$ cat src/rtl/mem_arb_pkg.sv
// rtl/mem_arb_pkg.sv - shared types and constants for the two-port mem arbiter
package mem_arb_pkg;

    localparam int ADDR_W_DEF = 8;
    localparam int DATA_W_DEF = 8;

    localparam logic PORT_A = 1'b0;
    localparam logic PORT_B = 1'b1;

    typedef enum logic [1:0] {
        ST_IDLE   = 2'd0,
        ST_ACCESS = 2'd1,
        ST_RESP   = 2'd2
    } state_t;

endpackage

$ cat src/rtl/mem_arb_pick.sv
// rtl/mem_arb_pick.sv - combinational 2-way winner select; MEM_ARB_RR_EN selects round-robin vs fixed priority
module mem_arb_pick
    import mem_arb_pkg::*;
(
    input  logic i_req_a,
    input  logic i_req_b,
    input  logic i_rr_last,
    output logic o_grant,
    output logic o_rr_en
);

`ifdef MEM_ARB_RR_EN
    // On a tie the port that did not win last time goes next.
    always_comb begin
        o_grant = PORT_A;
        if (i_req_a && i_req_b)
            o_grant = (i_rr_last == PORT_A) ? PORT_B : PORT_A;
        else if (i_req_b)
            o_grant = PORT_B;
    end
    assign o_rr_en = 1'b1;
`else
    logic w_unused_rr_last;

    assign w_unused_rr_last = i_rr_last;
    assign o_grant          = (i_req_a || !i_req_b) ? PORT_A : PORT_B;
    assign o_rr_en          = 1'b0;
`endif

endmodule

$ cat src/rtl/mem_arbiter.sv
// rtl/mem_arbiter.sv - serialises port A (fetch) and port B (load/store) onto the single-port mem
// Tie policy comes from mem_arb_pick (MEM_ARB_RR_EN).
module mem_arbiter
    import mem_arb_pkg::*;
#(
    parameter int ADDR_W = ADDR_W_DEF,
    parameter int DATA_W = DATA_W_DEF
) (
    input  logic              clock,
    input  logic              reset_n,
    input  logic              a_req,
    input  logic              a_we,
    input  logic [ADDR_W-1:0] a_addr,
    input  logic [DATA_W-1:0] a_wdata,
    output logic              a_ack,
    output logic [DATA_W-1:0] a_rdata,
    input  logic              b_req,
    input  logic              b_we,
    input  logic [ADDR_W-1:0] b_addr,
    input  logic [DATA_W-1:0] b_wdata,
    output logic              b_ack,
    output logic [DATA_W-1:0] b_rdata,
    output logic              mem_write,
    output logic [ADDR_W-1:0] mem_address,
    output logic [DATA_W-1:0] mem_to_mem,
    input  logic [DATA_W-1:0] mem_from_mem,
    output logic              busy
);

    state_t              r_state;
    logic                r_grant;
    logic                r_we;
    logic                r_rr_last;
    logic [ADDR_W-1:0]   r_addr;
    logic [DATA_W-1:0]   r_wdata;
    logic [DATA_W-1:0]   r_a_rdata;
    logic [DATA_W-1:0]   r_b_rdata;

    logic                w_grant;
    logic                w_rr_en;
    logic                w_any_req;

    assign w_any_req = a_req | b_req;

    mem_arb_pick u_pick (
        .i_req_a   (a_req),
        .i_req_b   (b_req),
        .i_rr_last (r_rr_last),
        .o_grant   (w_grant),
        .o_rr_en   (w_rr_en)
    );

    always_ff @(posedge clock or negedge reset_n) begin
        if (!reset_n) begin
            r_state   <= ST_IDLE;
            r_grant   <= PORT_A;
            r_we      <= 1'b0;
            r_rr_last <= PORT_B;
            r_addr    <= '0;
            r_wdata   <= '0;
            r_a_rdata <= '0;
            r_b_rdata <= '0;
        end else begin
            case (r_state)
                ST_IDLE: begin
                    if (w_any_req) begin
                        r_grant <= w_grant;
                        r_we    <= (w_grant == PORT_A) ? a_we    : b_we;
                        r_addr  <= (w_grant == PORT_A) ? a_addr  : b_addr;
                        r_wdata <= (w_grant == PORT_A) ? a_wdata : b_wdata;
                        // In fixed-priority builds rr_last stays at its reset value.
                        if (w_rr_en)
                            r_rr_last <= w_grant;
                        r_state <= ST_ACCESS;
                    end
                end
                ST_ACCESS: begin
                    if (!r_we) begin
                        if (r_grant == PORT_A)
                            r_a_rdata <= mem_from_mem;
                        else
                            r_b_rdata <= mem_from_mem;
                    end
                    r_state <= ST_RESP;
                end
                ST_RESP: begin
                    r_state <= ST_IDLE;
                end
                default: begin
                    r_state <= ST_IDLE;
                end
            endcase
        end
    end

    // Decoded from state so an async reset drops mem_write without waiting for an edge.
    assign mem_write   = (r_state == ST_ACCESS) && r_we;
    assign mem_address = r_addr;
    assign mem_to_mem  = r_wdata;
    assign a_ack       = (r_state == ST_RESP) && (r_grant == PORT_A);
    assign b_ack       = (r_state == ST_RESP) && (r_grant == PORT_B);
    assign a_rdata     = r_a_rdata;
    assign b_rdata     = r_b_rdata;
    assign busy        = (r_state != ST_IDLE);

endmodule

$ cat config.mk
export PLATFORM = sky130hd
export DESIGN_NAME = mem_arbiter
export DESIGN_NICKNAME = d
export VERILOG_FILES = /design/src/rtl/mem_arb_pkg.sv /design/src/rtl/mem_arb_pick.sv /design/src/rtl/mem_arbiter.sv
export SDC_FILE = /design/constraint.sdc
export NUM_CORES = 1
export LEC_CHECK = 0
export CAP_MARGIN = 20
export CORE_AREA = 2 2 81 83
export CTS_CLUSTER_DIAMETER = 30
export DETAILED_ROUTE_END_ITERATION = 10
export DIE_AREA = 0 0 83 85
export PLACE_DENSITY_LB_ADDON = 0.3
export SLEW_MARGIN = 20
export SYNTH_ARGS = -nofsm -noshare
export SYNTH_HDL_FRONTEND = slang
export SYNTH_SLANG_ARGS = --single-unit
$ cat constraint.sdc
create_clock -name clock -period 2.57 [get_ports clock]
set_input_delay 0.3855 -clock clock [delete_from_list [all_inputs] [get_ports clock]]
set_output_delay 0.3855 -clock clock [all_outputs]
set_load 0.01 [all_outputs]
==> results by group, run 1 <==
Setup path
  • Critical path buffers and inverters: 1
  • Slowest cell delay on critical path: 0.54 ns
  • CP max stage cell: clkdlybuf4s50_1
  • Startpoint Class: register
  • Worst-path fanout max: 4
  • Critical path class: reg -> out
  • Critical Path AT: 1.52 ns
  • Req. time, crit path: 2.18 ns
  • CP Capture Type: output pin
  • Crit-path leading delay family: buffers and inverters
  • Crit-path cells: nor2b_4 -> and2_1 -> clkdlybuf4s50_1

Synthesis
  • Async SR Flop Fraction: 100%
  • EDFF count, synth: 0
  • Synth Cell Area: 1690 um^2
  • Most frequent cell after synthesis: dfrtp_1
  • Top cells by area, synth: dfrtp_1 53%, mux2_2 19%, mux2_4 18%
  • Post-synth top area share: 53.3%
  • Mapped Nets: 149
  • Mapped Cells: 103
  • Yosys warning count: 0
  • Post-synthesis area per instance: 16.4 um^2
  • Commonest cells post-synth: 36 x dfrtp_1, 29 x mux2_2, 20 x mux2_4
  • Synthesized-area fraction occupied by and/or/nand/nor cells: 4.37%
  • Proportion of synthesized area in mux cells: 37.8%
  • Largest family of logic cells by synthesized area: multiplexers
  • Number of synthesized register bits: 36
  • Top FF cell, synth: dfrtp_1
  • Compound-Gate Fraction of Synth Area: 1.04%
  • XOR/XNOR Fraction of Synth Area: 0%
  • Adder-Cell Fraction of Synth Area: 0%
  • Cell taking the most area after synthesis: dfrtp_1
  • Seq/Total Area, Yosys: 53.3%
  • Library cells used by synthesis: 18

Finish
  • Final net count: 234
  • Area of the multi-input gates: 732 um^2
  • Area delta synth->final: 56.5%
  • Share of layout cells above drive strength 1: 32.3%
  • Fin cells: 266
  • Antenna Cells: 0
  • FILL cells: 584
  • Register Area: 901 um^2

Clocking
  • Clock latency on the worst-skew pair: 0.28 ns
  • CTS tree: done
  • Clock tree root buffer cell: clkbuf_8
  • CTS Buf Count: 5
  • Setup bufs post-CTS: 0
  • Clock buffer depth: 2
  • PostCTS Resize Cnt: 0
  • # H-tree levels: 2
  • Reg clk slew, reported paths: 0.06 ns
  • Cts hold-fix bufs: 0
  • CTS Sinks: 36

Route
  • Highest metal used: met4
  • First-pass DRT Iterations: 3
  • Total length of routed met3 wires: 222 um
  • 1st-iter DRT viols: 24
  • WL final: 3630 um
  • # DRC: 0
  • Vias per inst: 4.28
  • Number of nets still failing antenna checks after routing: 0
  • Via Count: 1139
  • Met2 wire length: 1790 um
  • WL met1: 1530 um
  • Drt wl/cell: 13.6 um

Pwr
  • Peak supply drop: 0.467 mV
  • PwrDens: 1090 nW/um^2
  • Sequential Power Share: 36.0%
  • Switching power: 843 uW
  • Net Sw Frac: 29.3%
  • Combinational Power Share: 50.0%
  • Clock share of power: 14.0%
  • Internal power: 2.03 mW
  • P_leak: 1.11 nW

Job
  • Max-Cap Viols: 0

Floorplan
  • Die area: 7060 um^2
  • Initial Util: 27.2%
  • Standard-cell rows: 29
  • Die Ht: 85 um
  • Die width: 83 um
  • I/O pin count: 82
  • Core ar.: 6200 um^2

STA
  • RSZ-0062 raised after global routing: false
  • FMAX: 0.526 GHz
  • Tmin final: 1.90 ns
  • Final hold vios: 0
  • Slew Limit Fails: 0
  • Slew HR: 46.4%
  • Slew @ Worst Pin: 0.804 ns
  • Setup TNS: 0 ns
  • Finish-stage setup viols: 0
  • Final Skew: 0.00324 ns
  • Final Cycle Share: 74.0%

Placement
  • Gpl congestion: 0.703
  • Placed Cells: 258
  • Number of port buffers: 81

Global route
  • Number of antenna violations at the first check in global routing: 0
  • Wire length of the first global-routing pass: 5750 um
  • GRT Total Usage: 10.4%
  • Largest net degree at the start of global routing: 37
  • Vias in the first global route: 1157
  • GRT overflow: 0

Status
  • Status: finished clean

Min path
  • Worst Hold Class: in -> async
==> registers in the layout, indices dropped and copies added (netlist names) <==
register     flops
a_rdata          8
mem_to_mem       8
r_we             1
r_grant          1
mem_address      8
b_rdata          8
r_state          2
==> per-stage QoR <==
step / worst slack [ns] / instance area [um^2] / power, mW / util [%] / hold WS (ns)
finish: 0.667 / 2640 / 2.87 / 42.6 / 0.197
global route: 0.583 / 2640 / 3.05 / 42.6 / 0.264
CTS: 0.642 / 2640 / 2.93 / 42.6 / 0.223
detailed placement: 0.490 / 2550 / 2.51 / 41.2 / 0.478
global placement: 0.514 / 2550 / 2.49 / 41.2 / 0.469
floorplan: 1.10 / 1690 / 1.77 / - / 0.0899
==> final cells by class <==
class                           count  share of cell area [%]
Clock buffer                        8                    3.41
Inverter                            1                   0.142
Multi-Input combinational cell     61                    27.7
Sequential cell                    36                    34.1
Tap cell                           77                    3.64
Timing Repair Buffer               83                    31.0
==> power groups by stage <==
stage	Combinational [mW]	Sequential [mW]	Clock, mW
3_5_place_dp	1.46	1.04	0
2_1_floorplan	0.618	1.15	0
5_1_grt	1.52	1.08	0.448
6_report	1.44	1.03	0.403
3_3_place_gp	1.44	1.05	0
4_1_cts	1.46	1.04	0.427
==> kinds of logic after synthesis <==
logic type / after synthesis
simple gates: 8
buf+inv: 6
compound gates: 3
flops: 36
mux: 50
==> layer usage <==
metal	vias to the layer above	track usage, %
li1	538	-
met2	53	18.1
met1	541	11.4
met4	0	5.07
met3	7	3.31
met5	-	0
==> placed cells by master, fill, tap and decap left out, drive strengths merged <==
cell type       n
nor3b           2
nor2b           2
dfrtp          36
mux2           50
and2            1
clkdlybuf4s50  80
a21oi           2
buf             3
o21a            1
nor2            1
inv             1
clkbuf          8
and3b           2
==> final timing paths <==
kind | start | end | slack, ns | depth (start not counted)
min | reset_n | a_rdata[3]$_DFFE_PN0P_ | 0.20 | 1
max in group asynchronous | reset_n | mem_to_mem[0]$_DFFE_PN0P_ | 1.87 | 1
max | r_state[1]$_DFFE_PN0P_ | mem_write | 0.67 | 3
min reg2reg | a_rdata[2]$_DFFE_PN0P_ | a_rdata[2]$_DFFE_PN0P_ | 0.49 | 1
min in group clock | a_rdata[2]$_DFFE_PN0P_ | a_rdata[2]$_DFFE_PN0P_ | 0.49 | 1
max reg2reg | r_state[1]$_DFFE_PN0P_ | mem_to_mem[4]$_DFFE_PN0P_ | 0.98 | 4
No activity file was read; power rests on OpenSTA's default activity.
==> run 2: changes to the inputs <==
- clock period: 2.57 -> 1.8 ns (I/O delays scaled with it)
==> run 2 against run 1 <==
Compared with the run above: sequential power grew 44%; final cell count grew 1.5%; clock skew grew 0.0015 ns; via count unchanged; sequential cell count stayed put; power rose by 48%; utilization increased by 1.5 points; highest routed layer unchanged; count of clock-buffer cells in the layout down 2; hold slack improved by 0.27 ns.
==> results by group, run 2 (same netlist as run 1, synthesis figures left out) <==
Status
  • Status: finished clean

Finish
  • Leading cell type in the layout, fill and taps excluded: clkdlybuf4s50_1
  • Final net count: 238
  • Share of layout cells above drive strength 1: 34.7%
  • Antenna Cells: 0
  • Area delta synth->final: 62.1%
  • Most frequent cells in the layout: 77 x clkdlybuf4s50_1, 35 x dfrtp_1, 29 x mux2_2, 20 x mux2_4, 5 x clkbuf_8
  • Finished Cell Area: 2740 um^2

STA
  • Slew HR: 66.7%
  • Tmin final: 1.68 ns
  • Finish-stage setup viols: 0
  • FMAX: 0.594 GHz
  • Final Skew: 0.00478 ns
  • RSZ-0062 raised after global routing: false
  • Slew Limit Fails: 0
  • Final hold vios: 0
  • Slew @ Worst Pin: 0.499 ns
  • Final Cycle Share: 93.5%

Route
  • Number of nets still failing antenna checks after routing: 0
  • Drt wl/cell: 13.6 um
  • # DRC: 0
  • Vias per inst: 4.22
  • WL final: 3670 um
  • Via Count: 1139
  • 1st-iter DRT viols: 24
  • First-pass DRT Iterations: 4

Setup path
  • Req. time, crit path: 1.53 ns
  • Critical path buffers and inverters: 2
  • R2R cell count: 3
  • Reg2reg setup slack: 0.23 ns
  • CP Capture Type: output pin
  • Crit-path leading delay family: buffers and inverters
  • Startpoint Class: register
  • Crit-path cells: nor2_2 -> inv_1 -> clkdlybuf4s50_1
  • Slowest cell delay on critical path: 0.47 ns
  • Worst-path fanout max: 4
  • Critical path class: reg -> out
  • CP max stage cell: clkdlybuf4s50_1
  • Critical Path AT: 1.41 ns
  • Reg2reg end: a_rdata[7]$_DFFE_PN0P_
  • R2r startpoint: r_state[0]$_DFFE_PN0P_

Pwr
  • Peak supply drop: 0.610 mV
  • PwrDens: 1560 nW/um^2
  • P_leak: 1.19 nW
  • Design Power: 4.26 mW

Clocking
  • Clock tree root buffer cell: clkbuf_8
  • CTS tree: done
  • Clock buffer depth: 2
  • Reg clk slew, reported paths: 0.07 ns
  • Setup bufs post-CTS: 0
  • CTS Buf Count: 5
  • CTS Sinks: 36
  • # H-tree levels: 2
  • Clock latency on the worst-skew pair: 0.28 ns

Placement
  • Gpl congestion: 0.710
  • Dpl hpwl: 2770 um
  • Placed inst area: 2610 um^2
  • Number of port buffers: 81

Global route
  • Number of antenna violations at the first check in global routing: 0
  • Wire length of the first global-routing pass: 5920 um
  • GRT overflow: 0
  • Largest net degree at the start of global routing: 20
  • Vias in the first global route: 1219
  • GRT Total Usage: 10.9%

Floorplan
  • Standard-cell rows: 29
  • I/O pin count: 82
  • Core ar.: 6200 um^2
  • Die width: 83 um
  • Die Ht: 85 um
  • Die area: 7060 um^2
  • Initial Util: 27.2%

Job
  • Max-Cap Viols: 0

Min path
  • Worst Hold Class: in -> async
[run 2: cell count changes in the layout (fill, tap and decap cells not counted), sizes merged]
cell / delta
buf: +3
bufinv: +1
clkbuf: -2
clkdlybuf4s50: -3
clkinv: +1
dlygate4sd2: +1
dlygate4sd3: +1
dlymetal6s2s: +2
[run 2: worst register-to-register path, delay by kind of cell, from the launching register on]
| family | cells | cell delay [ns] |
|---|---|---|
| flip-flops | 1 | 0.41 |
| AND/OR/NAND/NOR | 2 | 0.66 |
| multiplexers | 1 | 0.40 |
[run 2: worst max-delay path by stage]
stage	startpoint	endpoint	slack, ns	cells past startpoint
floorplan	r_state[1]$_DFFE_PN0P_	mem_address[0]$_DFFE_PN0P_	0.34	5
global placement	b_req	mem_to_mem[1]$_DFFE_PN0P_	-0.03	5
detailed placement	b_req	mem_to_mem[3]$_DFFE_PN0P_	-0.05	5
CTS	r_grant$_DFFE_PN0P_	a_ack	0.02	2
global route	r_state[0]$_DFFE_PN0P_	busy	0.06	3
finish	r_state[1]$_DFFE_PN0P_	busy	0.12	3
[run 2: metrics by stage]
step	setup WS [ns]	utilization (%)	setup TNS, ns	hold WS, ns	std cells
floorplan	0.338	-	0	-0.0256	103
global placement	-0.0333	42.1	-0.229	0.242	261
detailed placement	-0.0453	42.1	-0.379	0.241	261
CTS	0.0154	44.0	0	0.480	270
global route	0.0567	44.1	0	0.506	270
finish	0.118	44.1	0	0.466	270
[run 2: metal layers]
metal / vias up / routed length, um / global-route usage [%]
li1: 542 / - / -
met1: 541 / 1620 / 12.4
met2: 50 / 1760 / 18.3
met3: 6 / 218 / 3.70
met4: 0 / 66 / 5.37
met5: - / 0 / 0
[run 2: power by group]
group,switching [mW],internal (mW)
Sequential,0.251,1.23
Combinational,0.700,1.39
Clock,0.280,0.411
[run 2: what timing repair did]
item,in CTS,in global routing
hold endpoints to repair,17,0
hold buffers,1,0
gates resized for setup,1,4
endpoints found under the setup margin,1,3
[run 2: layout make-up]
type                            instances  area (um^2)
Fill cell                             572         3470
Sequential cell                        36          902
Timing Repair Buffer                   87          895
Multi-Input combinational cell         61          734
Tap cell                               77         96.3
Clock buffer                            6         72.6
Clock inverter                          2         35.0
Inverter                                1         3.75
